File: src/rtl/m6809_pkg.sv
`default_nettype none
// ============================================================================
// Module   : m6809_pkg
// Purpose  : Shared definitions for the 6809 core front end: fetch-sequencer
//            state encodings, opcode constants for the register-move group,
//            default timing parameters and opcode-classification helpers.
// Ports    : none (package)
// Revision : 1.0 - initial release
// ============================================================================
package m6809_pkg;

    typedef enum logic [2:0] {
        ST_FETCH_OP = 3'd0,
        ST_FETCH_PB = 3'd1,
        ST_MV_ARM   = 3'd2,
        ST_WAIT_MV  = 3'd3,
        ST_WAIT_EX  = 3'd4
    } fetch_state_e;

    localparam logic [7:0] OP_PSHS = 8'h34;
    localparam logic [7:0] OP_PULS = 8'h35;
    localparam logic [7:0] OP_PSHU = 8'h36;
    localparam logic [7:0] OP_PULU = 8'h37;
    localparam logic [7:0] OP_EXG  = 8'h1E;
    localparam logic [7:0] OP_TFR  = 8'h1F;
    localparam logic [7:0] OP_NOP  = 8'h12;

    localparam logic [7:0]  WAIT_MAX_DEFAULT = 8'd32;
    localparam logic [15:0] RESET_PC_DEFAULT = 16'hFFFE;

    // Stack push/pull: the mover takes the bus for several cycles.
    function automatic logic is_stack_op(input logic [7:0] op);
        return (op == OP_PSHS) || (op == OP_PULS) || (op == OP_PSHU) || (op == OP_PULU);
    endfunction

    // Any opcode that needs a post-byte handed to the register mover.
    function automatic logic is_regmove(input logic [7:0] op);
        return is_stack_op(op) || (op == OP_EXG) || (op == OP_TFR);
    endfunction

endpackage
`default_nettype wire

File: src/rtl/m6809_core_busmux.sv
`default_nettype none
// ============================================================================
// Module   : m6809_core_busmux
// Purpose  : Combinational 3-way priority bus mux: mover > execute > fetch.
//            The fetch/idle source is always a read at the supplied address
//            with zero write data.
// Ports    : mv_*_i     mover bus request and signals
//            ex_*_i     execute-unit bus request and signals
//            fetch_addr_i  address used for fetch or idle cycles
//            addr_o/rw_n_o/dout_o  selected bus
//            sel_o      one-hot source select {mover, exec, fetch}
// Revision : 1.0 - initial release
// ============================================================================
module m6809_core_busmux (
    input  logic        mv_oe_i,
    input  logic [15:0] mv_addr_i,
    input  logic        mv_rw_n_i,
    input  logic [7:0]  mv_dout_i,
    input  logic        ex_oe_i,
    input  logic [15:0] ex_addr_i,
    input  logic        ex_rw_n_i,
    input  logic [7:0]  ex_dout_i,
    input  logic [15:0] fetch_addr_i,
    output logic [15:0] addr_o,
    output logic        rw_n_o,
    output logic [7:0]  dout_o,
    output logic [2:0]  sel_o
);

    always_comb begin
        sel_o  = 3'b001;
        addr_o = fetch_addr_i;
        rw_n_o = 1'b1;
        dout_o = 8'h00;
        if (mv_oe_i) begin
            sel_o  = 3'b100;
            addr_o = mv_addr_i;
            rw_n_o = mv_rw_n_i;
            dout_o = mv_dout_i;
        end else if (ex_oe_i) begin
            sel_o  = 3'b010;
            addr_o = ex_addr_i;
            rw_n_o = ex_rw_n_i;
            dout_o = ex_dout_i;
        end
    end

endmodule
`default_nettype wire

File: src/rtl/m6809_core_fetch.sv
`default_nettype none
// ============================================================================
// Module   : m6809_core_fetch
// Purpose  : Opcode / post-byte fetch sequencer feeding the register mover
//            (PSHS/PSHU/PULS/PULU/TFR/EXG) and the execute unit. Fetches the
//            opcode at PC, fetches the post-byte for register-move opcodes
//            while pulsing mv_start_o, yields the bus to the mover or the
//            execute unit while they run, and guards both waits with a
//            watchdog that raises a sticky error.
// Ports    : clk, reset_b (async, active-low)
//            halt_i                 hold in opcode fetch, PC frozen
//            din_i                  memory read data
//            addr_o/data_rw_n_o/dout_o  muxed memory bus
//            ir_out_o/pb_out_o/pc_out_o  IR, post-byte, program counter
//            mv_start_o             one-cycle mover start
//            mv_bus_oe_i, mv_addr_i, mv_rw_n_i, mv_dout_i  mover bus
//            mv_pc_i/mv_pc_en_i     PC load from mover (PUL with PC)
//            ex_req_o/ex_ack_i      execute handshake
//            ex_bus_oe_i, ex_addr_i, ex_rw_n_i, ex_dout_i  execute bus
//            wd_err_o               sticky watchdog error
// Revision : 1.0 - initial release
// ============================================================================
module m6809_core_fetch
    import m6809_pkg::*;
#(
    parameter logic [15:0] RESET_PC = RESET_PC_DEFAULT,
    parameter logic [7:0]  WAIT_MAX = WAIT_MAX_DEFAULT
) (
    input  logic        clk,
    input  logic        reset_b,
    input  logic        halt_i,
    input  logic [7:0]  din_i,
    output logic [15:0] addr_o,
    output logic        data_rw_n_o,
    output logic [7:0]  dout_o,
    output logic [7:0]  ir_out_o,
    output logic [7:0]  pb_out_o,
    output logic [15:0] pc_out_o,
    output logic        mv_start_o,
    input  logic        mv_bus_oe_i,
    input  logic [15:0] mv_addr_i,
    input  logic        mv_rw_n_i,
    input  logic [7:0]  mv_dout_i,
    input  logic [15:0] mv_pc_i,
    input  logic        mv_pc_en_i,
    output logic        ex_req_o,
    input  logic        ex_ack_i,
    input  logic        ex_bus_oe_i,
    input  logic [15:0] ex_addr_i,
    input  logic        ex_rw_n_i,
    input  logic [7:0]  ex_dout_i,
    output logic        wd_err_o
);

    fetch_state_e state_q, state_d;
    logic [15:0]  pc_q, pc_d;
    logic [7:0]   ir_q, ir_d;
    logic [7:0]   pb_q, pb_d;
    logic [7:0]   wd_q, wd_d;
    logic         ex_req_q, ex_req_d;
    logic         wd_err_q, wd_err_d;
    logic         wd_expire;

    logic [15:0]  mux_addr;
    logic         mux_rw_n;
    logic [7:0]   mux_dout;
    logic [2:0]   bus_sel;

    // The counter has been in the wait state for WAIT_MAX cycles this cycle.
    assign wd_expire = (wd_q == (WAIT_MAX - 8'd1));

    always_comb begin
        state_d  = state_q;
        pc_d     = pc_q;
        ir_d     = ir_q;
        pb_d     = pb_q;
        wd_d     = wd_q;
        ex_req_d = ex_req_q;
        wd_err_d = wd_err_q;

        case (state_q)
            ST_FETCH_OP: begin
                if (!halt_i) begin
                    ir_d = din_i;
                    pc_d = pc_q + 16'd1;
                    wd_d = 8'd0;
                    if (is_regmove(din_i)) begin
                        state_d = ST_FETCH_PB;
                    end else begin
                        state_d  = ST_WAIT_EX;
                        ex_req_d = 1'b1;
                    end
                end
            end
            ST_FETCH_PB: begin
                pb_d = din_i;
                pc_d = pc_q + 16'd1;
                // TFR/EXG complete inside the mover in one cycle; no bus handover.
                state_d = is_stack_op(ir_q) ? ST_MV_ARM : ST_FETCH_OP;
            end
            ST_MV_ARM: begin
                // Mover raises bus_oe one cycle after start; an empty register
                // list never raises it at all.
                if (mv_bus_oe_i) begin
                    state_d = ST_WAIT_MV;
                    wd_d    = 8'd0;
                end else begin
                    state_d = ST_FETCH_OP;
                end
            end
            ST_WAIT_MV: begin
                wd_d = wd_q + 8'd1;
                if (!mv_bus_oe_i) begin
                    state_d = ST_FETCH_OP;
                end else if (wd_expire) begin
                    wd_err_d = 1'b1;
                    state_d  = ST_FETCH_OP;
                end
            end
            ST_WAIT_EX: begin
                wd_d = wd_q + 8'd1;
                // Acknowledge takes priority over a coincident watchdog expiry.
                if (ex_ack_i) begin
                    ex_req_d = 1'b0;
                    state_d  = ST_FETCH_OP;
                end else if (wd_expire) begin
                    ex_req_d = 1'b0;
                    wd_err_d = 1'b1;
                    state_d  = ST_FETCH_OP;
                end
            end
            default: begin
                state_d = ST_FETCH_OP;
            end
        endcase

        // PUL with PC in the register list reloads PC from the mover.
        if (mv_pc_en_i) begin
            pc_d = mv_pc_i;
        end
    end

    always_ff @(posedge clk or negedge reset_b) begin
        if (!reset_b) begin
            state_q  <= ST_FETCH_OP;
            pc_q     <= RESET_PC;
            ir_q     <= OP_NOP;
            pb_q     <= 8'h00;
            wd_q     <= 8'd0;
            ex_req_q <= 1'b0;
            wd_err_q <= 1'b0;
        end else begin
            state_q  <= state_d;
            pc_q     <= pc_d;
            ir_q     <= ir_d;
            pb_q     <= pb_d;
            wd_q     <= wd_d;
            ex_req_q <= ex_req_d;
            wd_err_q <= wd_err_d;
        end
    end

    m6809_core_busmux u_busmux (
        .mv_oe_i      (mv_bus_oe_i),
        .mv_addr_i    (mv_addr_i),
        .mv_rw_n_i    (mv_rw_n_i),
        .mv_dout_i    (mv_dout_i),
        .ex_oe_i      (ex_bus_oe_i),
        .ex_addr_i    (ex_addr_i),
        .ex_rw_n_i    (ex_rw_n_i),
        .ex_dout_i    (ex_dout_i),
        .fetch_addr_i (pc_q),
        .addr_o       (mux_addr),
        .rw_n_o       (mux_rw_n),
        .dout_o       (mux_dout),
        .sel_o        (bus_sel)
    );

    // The bus is combinational, so it is forced to its idle reset values
    // while reset_b is low rather than following pc or the external masters.
    assign addr_o      = reset_b ? mux_addr : 16'h0000;
    assign data_rw_n_o = reset_b ? mux_rw_n : 1'b1;
    assign dout_o      = reset_b ? mux_dout : 8'h00;

    assign ir_out_o   = ir_q;
    assign pb_out_o   = pb_q;
    assign pc_out_o   = pc_q;
    assign mv_start_o = (state_q == ST_FETCH_PB);
    assign ex_req_o   = ex_req_q;
    assign wd_err_o   = wd_err_q;

`ifndef SYNTHESIS
    a_mv_start_in_pb: assert property (@(posedge clk) disable iff (!reset_b)
        mv_start_o |-> (state_q == ST_FETCH_PB));
    a_single_driver: assert property (@(posedge clk) disable iff (!reset_b)
        $onehot(bus_sel));
    a_req_vs_mover: assert property (@(posedge clk) disable iff (!reset_b)
        !(ex_req_q && mv_bus_oe_i));
`endif

endmodule
`default_nettype wire

File: config.mk
export PLATFORM = sky130hd
export DESIGN_NAME = m6809_core_fetch
export DESIGN_NICKNAME = d
export VERILOG_FILES = /design/src/rtl/m6809_pkg.sv /design/src/rtl/m6809_core_busmux.sv /design/src/rtl/m6809_core_fetch.sv
export SDC_FILE = /design/constraint.sdc
export NUM_CORES = 1
export LEC_CHECK = 0
export CAP_MARGIN = 20
export CORE_ASPECT_RATIO = 0.7
export CORE_UTILIZATION = 45
export CTS_BUF_LIST = sky130_fd_sc_hd__clkbuf_4 sky130_fd_sc_hd__clkbuf_8
export CTS_CLUSTER_DIAMETER = 100
export DETAILED_ROUTE_END_ITERATION = 10
export PLACE_DENSITY = 0.94
export REMOVE_ABC_BUFFERS = 1
export SYNTH_ARGS = -nofsm -noshare
export SYNTH_HDL_FRONTEND = slang
export SYNTH_HIERARCHICAL = 1
export SYNTH_SLANG_ARGS = --single-unit
File: constraint.sdc
create_clock -name clk -period 4.2 [get_ports clk]
set_input_delay 0.84 -clock clk [delete_from_list [all_inputs] [get_ports clk]]
set_output_delay 0.84 -clock clk [all_outputs]
set_load 0.05 [all_outputs]
# After elaboration in Yosys (flattened, before gate mapping)
# Index checks and enable logic that the tools add are counted.
# Widths: inputs -> output; s select.
[totals]
wordCells = 83
out_inout_bits = 60
reg_bits = 45
inputBits = 81
[op_classes]
add_sub_neg = 2
bitwise_logic = 1
n_eq_ne = 22
n_mux = 32
reduce_logical = 19
[ops]
columns = ["op", "n"]
rows = [
  ["$mux 16", 5],
  ["$eq 8x6->1 const B", 8],
  ["$mux 8", 5],
  ["$pmux 16 s2", 1],
  ["$eq 8x5->1 const B", 3],
  ["$pmux 8 s3", 1],
  ["$add 16x1->16 const B", 1],
  ["$mux 3", 5],
  ["$pmux 3 s5", 1],
  ["$mux 1", 10],
  ["$ne 2x2->1 const B", 5],
  ["$add 8x1->8 const B", 1],
  ["$logic_or 1x1->1", 8],
  ["$eq 3x2->1 const B", 2],
  ["$ne 3x3->1 const B", 2],
  ["$reduce_and 3->1", 2],
  ["$reduce_bool 3->1", 2],
  ["$mux 2", 2],
  ["$pmux 1 s2", 2],
  ["$reduce_and 2->1", 2],
  ["$reduce_and 4->1", 1],
  ["$reduce_bool 2->1", 2],
  ["$eq 3x1->1 const B", 1],
  ["$eq 3x3->1 const B", 1],
  ["3 further kinds", 3],
]

# Longest topological paths before layout
# Gate-level depths: netlist of run 1.
[depth]
ltp_word = 9
mapped_depth = 7
mapped_depth_nobuf = 5

# By module
# The synthesis of run 1 kept the hierarchy.
[by_module_without_submodules]
columns = ["mod", "area_each_um2", "seq_area_each_um2", "instances", "cells_per_inst"]
rows = [
  ["m6809_core_fetch", 2427.3, 1147.4, 1, 240],
  ["m6809_core_busmux", 480.5, 0.0, 1, 70],
]

# Worst setup path after synthesis of run 1
# Ideal clock, no wire load.
[synth_timing]
path_kind = "input port to output port"
start = "in ex_bus_oe_i"
end = "out dout_o[7]"
slack_ps = 1603
arrival_ps = 1757
required_time_ps = 3360
stages = 5
path_buffers = 2
cell_sequence = "buf_6 -> nor2b_4 -> buf_6 -> a22o_1 -> and2_1"
[synth_between]
elab_chain_cells = 3
[synth_rtl]
columns = ["item", "line_no", "rtl"]
rows = [
  ["start: declaration", "m6809_core_fetch.sv:48", "input logic ex_bus_oe_i,"],
  ["$mux 8", "m6809_core_busmux.sv:40", "end else if (ex_oe_i) begin"],
  ["$mux 8", "m6809_core_busmux.sv:35", "if (mv_oe_i) begin"],
  ["via mux_dout[7]", "m6809_core_fetch.sv:66", "logic [7:0] mux_dout;"],
  ["$mux 8", "m6809_core_fetch.sv:183", "assign dout_o = reset_b ? mux_dout : 8'h00;"],
  ["end: declaration", "m6809_core_fetch.sv:35", "output logic [7:0] dout_o,"],
]
# The timed path passes the listed nets, and every way through them passes these cells.

# Worst setup path after layout of run 1
[layout_timing]
start = "in ex_bus_oe_i"
end = "out addr_o[13]"
[layout_between]
elab_chain_cells = 3
[layout_rtl]
columns = ["item", "line_no", "rtl"]
rows = [
  ["$mux 16", "m6809_core_busmux.sv:40", ""],
  ["$mux 16", "m6809_core_busmux.sv:35", ""],
  ["via mux_addr[13]", "m6809_core_fetch.sv:64", "logic [15:0] mux_addr;"],
  ["$mux 16", "m6809_core_fetch.sv:181", "assign addr_o = reset_b ? mux_addr : 16'h0000;"],
  ["end: declaration", "m6809_core_fetch.sv:33", "output logic [15:0] addr_o,"],
]
# The timed path passes the listed nets, and every way through them passes these cells.

==> results of run 1 <==
## area by class of cell
class                      instances  area, sq um
multi-input combinational        237         1600
timing repair buffer             145         1680
inverter                           8         30.0
sequential                        45         1150
clock inverter                     3         17.5
fill                             423         1570
tap                               78         97.6
clock buffer                       5         68.8
## final timing paths
kind	cells after the start	slack (ns)	startpoint	to
worst max-delay path	6	0.79	ex_bus_oe_i	addr_o[13]
worst min-delay path	1	0.47	wd_err_o$_DFFE_PN0P_	wd_err_o$_DFFE_PN0P_
worst max register to register	4	2.21	state_q[0]$_DFFE_PN0P_	pc_out_o[15]$_DFFE_PN1P_
worst min register to register	1	0.47	wd_err_o$_DFFE_PN0P_	wd_err_o$_DFFE_PN0P_
max in group asynchronous	2	2.80	reset_b	ir_out_o[1]$_DFFE_PN1P_
min in group asynchronous	1	0.64	reset_b	pb_out_o[0]$_DFFE_PN0P_
## per-layer routing
layer	routed length, microns	part of all wire [%]	vias to the layer above
met3	799	9.4	13
met5	0	0	-
met1	3510	41	1370
li1	-	-	1379
met4	95	1.1	0
met2	4110	48	139
## power groups by stage
stage / logic (mW) / clock network, mW / registers (mW)
after floorplan: 0.206 / 0 / 0.734
after global placement: 0.670 / 0 / 0.572
after detailed placement: 0.686 / 0 / 0.577
after CTS: 0.688 / 0.273 / 0.570
after global routing: 0.720 / 0.288 / 0.580
final: 0.684 / 0.266 / 0.570
## flip-flops by register name, summed over array words and instances (netlist names)
register  flops
wd_err_o      1
wd_q          8
ir_out_o      8
pc_out_o     16
state_q       3
pb_out_o      8
ex_req_o      1
## critical path, stage by stage
cell,delay (ns)
clkdlybuf4s50_1,0.75
buf_4,0.32
mux2i_1,0.23
o21ai_0,0.08
and2_1,0.20
buf_12,0.15
## stage by stage
stage / hold WS [ns] / util (%)
after floorplan: 0.485 / -
after global placement: 0.455 / 73.4
after detailed placement: 0.451 / 73.4
after CTS: 0.471 / 74.8
after global routing: 0.501 / 74.8
final: 0.466 / 74.8
==> results.py, run 1 <==
metrics = {
    "timing": {
        "setup_tns_ns": 0,
        "slew_headroom_pct": 44.2,
        "post-route-period-util_pct": 81.2,
        "setup_violations": 0,
        "skew_ns": 0.00459,
        "fin_ws_ns": 0.789,
        "rsz0062_at_grt": "false",
        "hold_viol": 0,
        "post-route-min-period_ns": 3.41,
        "maxSlewViolCount": 0,
        "tightest_slew_ns": 0.836,
        "timing.fmax_mhz": 293,
    },
    "placement": {
        "place_ws_ns": 0.789,
        "portBuffers": 140,
        "post-place-cells": 513,
        "routabilityCongestion": 0.812,
        "placedInstanceArea_sq_um": 4560,
        "post-dp-hpwl_microns": 6680,
    },
    "drt": {
        "drtIter0Drc": 154,
        "wire_per_inst_microns": 16.3,
        "drc": 12,
        "vias": 2901,
        "routed_wl_microns": 8510,
        "detail-route-antenna-nets": 0,
        "drt-pass1-iter-count": 10,
        "via_per_inst": 5.57,
    },
    "cts": {
        "cts_buffer_depth": 2,
        "htreeDepth": 2,
        "cts_sinks": 45,
        "cts_setup_buffers": 0,
        "post_cts_resized": 0,
        "cts_tree": "done",
        "numCtsBuffers": 5,
        "cts-root-buf": "clkbuf_8",
        "cts_hold_buffers": 0,
        "insertion_delay_ns": 0.30,
        "clkSlewWorstSetupHoldPaths_ns": 0.09,
    },
    "setup_path": {
        "cp.arrival_ns": 2.57,
        "startpoint_type": "primary input",
        "cp-end-kind": "output pin",
        "required_ns": 3.36,
        "path_class": "primary input to output pin",
        "critPathMaxFanout": 9,
    },
    "cells_and_area": {
        "final_area_sq_um": 4650,
        "layout_common_cells": "clkdlybuf4s50_1, nand2_1, dfrtp_1, and2_1, buf_12",
        "final_common_cell": "clkdlybuf4s50_1",
        "num-nets-final": 525,
        "stdcell_count": 521,
        "area_growth_pct": 60.5,
        "num_antenna_cells": 0,
        "drive_gt1_share_pct": 14.7,
    },
    "power": {
        "power_frac_comb_pct": 45.0,
        "p_per_area_nw_per_um2": 327,
        "p_sw_share_pct": 39.5,
        "p_clk_share_pct": 17.5,
        "p_int_mw": 0.919,
        "switchingPower_mw": 0.601,
        "p_seq_share_pct": 37.5,
        "power.total_mw": 1.52,
        "peakVddDrop_mv": 0.270,
        "p_leak_nw": 1.97,
    },
    "global_route": {
        "busiest_layer": "met2",
        "overflow": 0,
        "grt_max_degree": 50,
        "grt_use_met1_pct": 31.0,
        "antenna_found_initial": 0,
        "grt_util_all_layers_pct": 25.1,
        "use_met3_pct": 7.10,
        "grt_pass1_vias": 2802,
        "grt_pass1_wl_microns": 13600,
        "use_met2_pct": 43.2,
    },
    "hold_path": {
        "min_path_type": "register to register",
    },
    "outcome": {
        "violations": "design-rule violations",
        "outcome": "complete, but fails checks",
    },
    "synth": {
        "netlist_area_sq_um": 2900,
        "synthCells": 308,
        "avgSynthCellArea_sq_um": 9.40,
        "yosys_warnings": 6,
    },
    "floorplan": {
        "row_count": 24,
        "coreArea_sq_um": 6220,
        "start_util_pct": 46.6,
        "dieHeight_microns": 69.1,
        "dieArea_sq_um": 6770,
        "io_pins": 141,
        "die_x_microns": 97.9,
    },
    "flow_run": {
        "maxCapViolCount": 0,
    },
}
Note: power is estimated with default switching activity, not from simulation.
==> inputs of run 2 (changes only) <==
CORE_UTILIZATION = 38   (was 45)
PLACE_DENSITY = 0.85   (was 0.94)
clock period = 2.9 ns   (was 4.2 ns; I/O delays follow)
==> run 2 against run 1 <==
Sequential power up 45%. Critical endpoint is now addr_o[5]. Highest routed layer unchanged. Critical path depth unchanged. Largest cell class unchanged. First-iteration DRC count up 7.1%. The run now ends clean.
==> results.py, run 2 (same netlist as run 1, synthesis figures left out) <==
metrics = {
    "outcome": {
        "outcome": "complete, no violations",
    },
    "cts": {
        "insertion_delay_ns": 0.30,
        "cts-root-buf": "clkbuf_8",
        "numCtsBuffers": 5,
        "cts_hold_buffers": 0,
        "cts_buffer_depth": 2,
        "htreeDepth": 2,
        "clkSlewWorstSetupHoldPaths_ns": 0.09,
        "cts_tree": "done",
        "cts_sinks": 45,
        "post_cts_resized": 0,
        "cts_setup_buffers": 0,
    },
    "timing": {
        "setup_violations": 0,
        "setup_tns_ns": 0,
        "hold_viol": 0,
        "skew_ns": 0.00891,
        "slew_headroom_pct": 54.1,
        "rsz0062_at_grt": "false",
        "tightest_slew_ns": 0.681,
        "post-route-min-period_ns": 2.60,
        "maxSlewViolCount": 0,
        "timing.fmax_mhz": 385,
        "post-route-period-util_pct": 89.6,
    },
    "cells_and_area": {
        "largest_register_ffs": 16,
        "layout_common_cells": "clkdlybuf4s50_1, nand2_1, dfrtp_1, buf_12, and2_1",
        "seq_area_sq_um": 1150,
        "drive_gt1_share_pct": 15.3,
        "stdcell_count": 543,
        "final_common_cell": "clkdlybuf4s50_1",
        "final_area_sq_um": 4750,
        "area_growth_pct": 63.9,
        "fill_cells": 616,
        "num-nets-final": 527,
        "finish.utilization_pct": 64.6,
        "multiInputGateArea_sq_um": 1600,
        "num_antenna_cells": 0,
    },
    "setup_path": {
        "critPathMaxFanout": 9,
        "timing.rr.end": "wd_q[7]$_DFFE_PN0P_",
        "path_class": "primary input to output pin",
        "reg2reg_depth": 4,
        "startpoint_type": "primary input",
        "crit_end": "addr_o[5]",
        "required_ns": 2.32,
        "crit_start": "ex_bus_oe_i",
        "r2r_slack_ns": 0.93,
        "cp.arrival_ns": 2.02,
        "crit-reg2reg-launch": "state_q[1]$_DFFE_PN0P_",
        "cp-end-kind": "output pin",
    },
    "drt": {
        "wire_per_inst_microns": 16.7,
        "drtIter0Drc": 165,
        "routed_wl_microns": 9070,
        "via_per_inst": 5.31,
        "drt-pass1-iter-count": 4,
        "detail-route-antenna-nets": 0,
        "drc": 0,
        "vias": 2881,
    },
    "flow_run": {
        "maxCapViolCount": 0,
    },
    "power": {
        "power.total_mw": 2.38,
        "peakVddDrop_mv": 0.501,
        "p_leak_nw": 2.01,
        "p_per_area_nw_per_um2": 501,
    },
    "global_route": {
        "grt_max_degree": 45,
        "grt_pass1_wl_microns": 14100,
        "grt_use_met1_pct": 27.4,
        "use_met2_pct": 41.6,
        "overflow": 0,
        "busiest_layer": "met2",
        "antenna_found_initial": 0,
        "use_met3_pct": 6.32,
        "grt_util_all_layers_pct": 22.7,
        "grt_pass1_vias": 2817,
    },
    "floorplan": {
        "row_count": 26,
        "dieArea_sq_um": 7980,
        "dieHeight_microns": 75.0,
        "coreArea_sq_um": 7350,
        "start_util_pct": 39.4,
        "io_pins": 141,
        "die_x_microns": 106,
    },
    "placement": {
        "portBuffers": 140,
        "post-dp-hpwl_microns": 7100,
        "post-place-cells": 535,
        "routabilityCongestion": 0.848,
        "placedInstanceArea_sq_um": 4610,
    },
    "hold_path": {
        "min_path_type": "register to register",
    },
}
==> run 2: layout make-up <==
type / count / area share, %
well taps: 98 / 2.58
flip-flops and latches: 45 / 24.2
clock inverters: 3 / 1.37
repair buffers: 147 / 36.0
inverters: 8 / 0.633
multi-input cells: 237 / 33.8
clock buffers: 5 / 1.45
==> run 2: metrics by stage <==
| step | hold slack [ns] | worst slack, ns |
|---|---|---|
| 2_1_floorplan | 0.284 | 0.740 |
| 3_3_place_gp | 0.456 | 0.377 |
| 3_5_place_dp | 0.462 | 0.324 |
| 4_1_cts | 0.482 | 0.309 |
| 5_1_grt | 0.495 | 0.234 |
| 6_report | 0.470 | 0.300 |
==> run 2: worst max-delay path, cell delays in order <==
cell	delay [ns]
clkdlybuf4s50_1	0.52
buf_4	0.25
mux2i_1	0.25
o21ai_1	0.07
and2_1	0.19
buf_12	0.15
==> run 2: metal layers <==
layer	vias up	wire length, microns
met5	-	0
li1	1386	-
met4	0	100
met3	11	724
met1	1363	3870
met2	121	4370
==> run 2: power by group <==
group	internal [mW]	total, mW	switching (mW)	leakage [nW]
logic	0.432	0.998	0.565	1.40
clock network	0.342	0.554	0.212	0.0681
registers	0.735	0.827	0.0920	0.541
total	1.51	2.38	0.869	2.01
==> run 2: how the worst min path moves through the flow <==
| stage | slack (ns) | cells past startpoint | endpoint | from |
|---|---|---|---|---|
| 6_report | 0.47 | 1 | wd_err_o$_DFFE_PN0P_ | wd_err_o$_DFFE_PN0P_ |
| 5_1_grt | 0.49 | 1 | wd_err_o$_DFFE_PN0P_ | wd_err_o$_DFFE_PN0P_ |
| 4_1_cts | 0.48 | 1 | wd_err_o$_DFFE_PN0P_ | wd_err_o$_DFFE_PN0P_ |
| 3_5_place_dp | 0.46 | 1 | wd_err_o$_DFFE_PN0P_ | wd_err_o$_DFFE_PN0P_ |
| 3_3_place_gp | 0.46 | 1 | wd_err_o$_DFFE_PN0P_ | wd_err_o$_DFFE_PN0P_ |
| 2_1_floorplan | 0.28 | 0 | ex_req_o$_DFFE_PN0P_ | reset_b |
==> inputs of run 3 (changes only) <==
SYNTH_HIERARCHICAL = unset   (was 1)
==> run 3 against run 2 <==
Combinational power up 5%. Register-to-register slack about the same. Sequential cell count unchanged. Power down 0.80%. Clock-buffer cell count up 1. First-iteration DRC count up 18%. Critical path type is now register to output pin. Largest cell class unchanged.
==> results.py, run 3 <==
metrics = {
    "drt": {
        "vias": 2917,
        "wire_per_inst_microns": 16.3,
        "drc": 0,
        "drtIter0Drc": 194,
        "via_per_inst": 5.41,
        "routed_wl_microns": 8770,
        "detail-route-antenna-nets": 0,
        "drt-pass1-iter-count": 4,
    },
    "synth": {
        "synth_seq_cells": 45,
        "synthTopCellsByArea": "dfrtp_1, dfstp_2, mux2i_1",
        "yosysTopAreaCell": "dfrtp_1",
        "yosys_warnings": 0,
        "async_flop_share_pct": 100,
        "synthCells": 301,
        "synth_top_area_share_pct": 24.2,
        "avgSynthCellArea_sq_um": 9.61,
        "synth-edff-count": 0,
        "ys_seq_area_share_pct": 39.6,
        "yosysMostFrequentCell": "nand2_1",
        "synth-main-ff-cell": "dfrtp_1",
        "netlist_area_sq_um": 2890,
        "synth_common_cells": "nand2_1, dfrtp_1, mux2i_1, dfstp_2",
        "synth_cell_types": 54,
    },
    "timing": {
        "post-route-min-period_ns": 2.59,
        "timing.fmax_mhz": 386,
        "post-route-period-util_pct": 89.4,
        "setup_tns_ns": 0,
        "rsz0062_at_grt": "false",
        "slew_headroom_pct": 54.9,
        "hold-worst-slack_ns": 0.477,
        "hold_viol": 0,
        "tightest_slew_ns": 0.672,
        "skew_ns": 0.0135,
        "setup_violations": 0,
        "maxSlewViolCount": 0,
    },
    "cts": {
        "htreeDepth": 2,
        "cts-root-buf": "clkbuf_8",
        "cts_buffer_depth": 2,
        "cts_sinks": 45,
        "cts_setup_buffers": 0,
        "insertion_delay_ns": 0.30,
        "clkSlewWorstSetupHoldPaths_ns": 0.08,
        "cts_hold_buffers": 0,
        "numCtsBuffers": 5,
        "cts_tree": "done",
        "post_cts_resized": 0,
    },
    "power": {
        "p_leak_nw": 2.05,
        "p_per_area_nw_per_um2": 494,
        "peakVddDrop_mv": 0.427,
    },
    "global_route": {
        "antenna_found_initial": 0,
        "grt_pass1_wl_microns": 13500,
        "use_met3_pct": 4.42,
        "grt_util_all_layers_pct": 21.7,
        "overflow": 0,
        "use_met2_pct": 37.4,
        "grt_use_met1_pct": 29.1,
        "grt_pass1_vias": 2729,
        "busiest_layer": "met2",
        "grt_max_degree": 34,
    },
    "setup_path": {
        "required_ns": 2.32,
        "reg2reg_depth": 4,
        "path_class": "register to output pin",
        "cp.arrival_ns": 2.01,
        "crit-reg2reg-launch": "state_q[0]$_DFFE_PN0P_",
        "r2r_slack_ns": 0.93,
        "critPathMaxFanout": 8,
        "startpoint_type": "register",
        "cp-end-kind": "output pin",
        "timing.rr.end": "pc_out_o[9]$_DFFE_PN1P_",
    },
    "placement": {
        "routabilityCongestion": 0.810,
        "post-dp-hpwl_microns": 6780,
        "portBuffers": 140,
    },
    "cells_and_area": {
        "final_common_cell": "clkdlybuf4s50_1",
        "num-nets-final": 523,
        "largest_register_ffs": 16,
        "area_growth_pct": 65.0,
        "drive_gt1_share_pct": 20.2,
        "num_antenna_cells": 0,
        "layout_common_cells": "clkdlybuf4s50_1, nand2_1, dfrtp_1, buf_12, mux2i_1",
    },
    "floorplan": {
        "io_pins": 141,
        "dieHeight_microns": 75.0,
        "row_count": 26,
        "start_util_pct": 39.5,
        "dieArea_sq_um": 7970,
        "die_x_microns": 106,
        "coreArea_sq_um": 7320,
    },
    "flow_run": {
        "maxCapViolCount": 0,
    },
    "outcome": {
        "outcome": "complete, no violations",
    },
    "hold_path": {
        "min_path_type": "primary input to asynchronous set/reset pin",
    },
}
run 3: cell count changes in the layout (fill, tap and decap cells not counted), sizes merged, moves of 4 or more:
| cell | delta |
|---|---|
| nor4 | -4 |
| o31a | -4 |
| a22oi | +8 |
| o211a | +15 |
| o21ai | -15 |
| a22o | -10 |
| and2 | -21 |
| nand2 | +6 |
| nor2b | +6 |
| or3 | -4 |
run 3: area by class of cell:
cell class,instances,area [sq um]
clock buffers,6,76.3
fillers,584,2540
multi-input cells,229,1630
well taps,98,123
inverters,9,33.8
flip-flops and latches,45,1150
clock inverters,2,35.0
repair buffers,150,1730
run 3: logic make-up (layout without fill, tap and decap cells):
family	Yosys count	count (layout)	share of synthesized area, %
flops	45	45	39.6
buf+inv	27	167	4.19
simple gates	111	111	21.3
mux	34	34	12.5
xor+xnor	8	8	2.42
compound gates	74	74	19.2
fa+ha+maj	2	2	0.865
run 3: report_power, final:
group          internal (mW)  leakage, nW  switching [mW]
Clock                  0.265       0.0586           0.211
Combinational          0.455         1.45           0.590
Sequential             0.743        0.539          0.0956
run 3: worst max-delay path, stage by stage, from the launching register on:
cell and delay, ns:
dfrtp_1 0.51, inv_1 0.17, nand2_1 0.10, nor2_2 0.13, clkdlybuf4s50_1 0.82
run 3: stage by stage:
stage               std cells  power, mW  setup slack, ns  utilization (%)  cell area [sq um]
CTS                       539       2.37            0.306             65.2               4770
floorplan                 283       1.41            0.577                -               2810
global route              539       2.47            0.206             65.2               4770
detailed placement        531       1.89            0.357             63.7               4660
finish                    539       2.36            0.308             65.2               4770
global placement          531       1.87            0.380             63.7               4660
run 3: routing by layer:
layer | share of wire (%) | vias up
li1 | - | 1402
met1 | 47 | 1390
met2 | 46 | 118
met3 | 6.7 | 7
met4 | 0.47 | 0
met5 | 0 | -
run 3: worst max path at each step:
stage	startpoint	end	cells past startpoint
after floorplan	ex_bus_oe_i	dout_o[0]	3
after global placement	ex_bus_oe_i	addr_o[6]	6
after detailed placement	ex_bus_oe_i	addr_o[10]	6
after CTS	state_q[2]$_DFFE_PN0P_	mv_start_o	4
after global routing	state_q[2]$_DFFE_PN0P_	mv_start_o	4
final	state_q[2]$_DFFE_PN0P_	mv_start_o	4
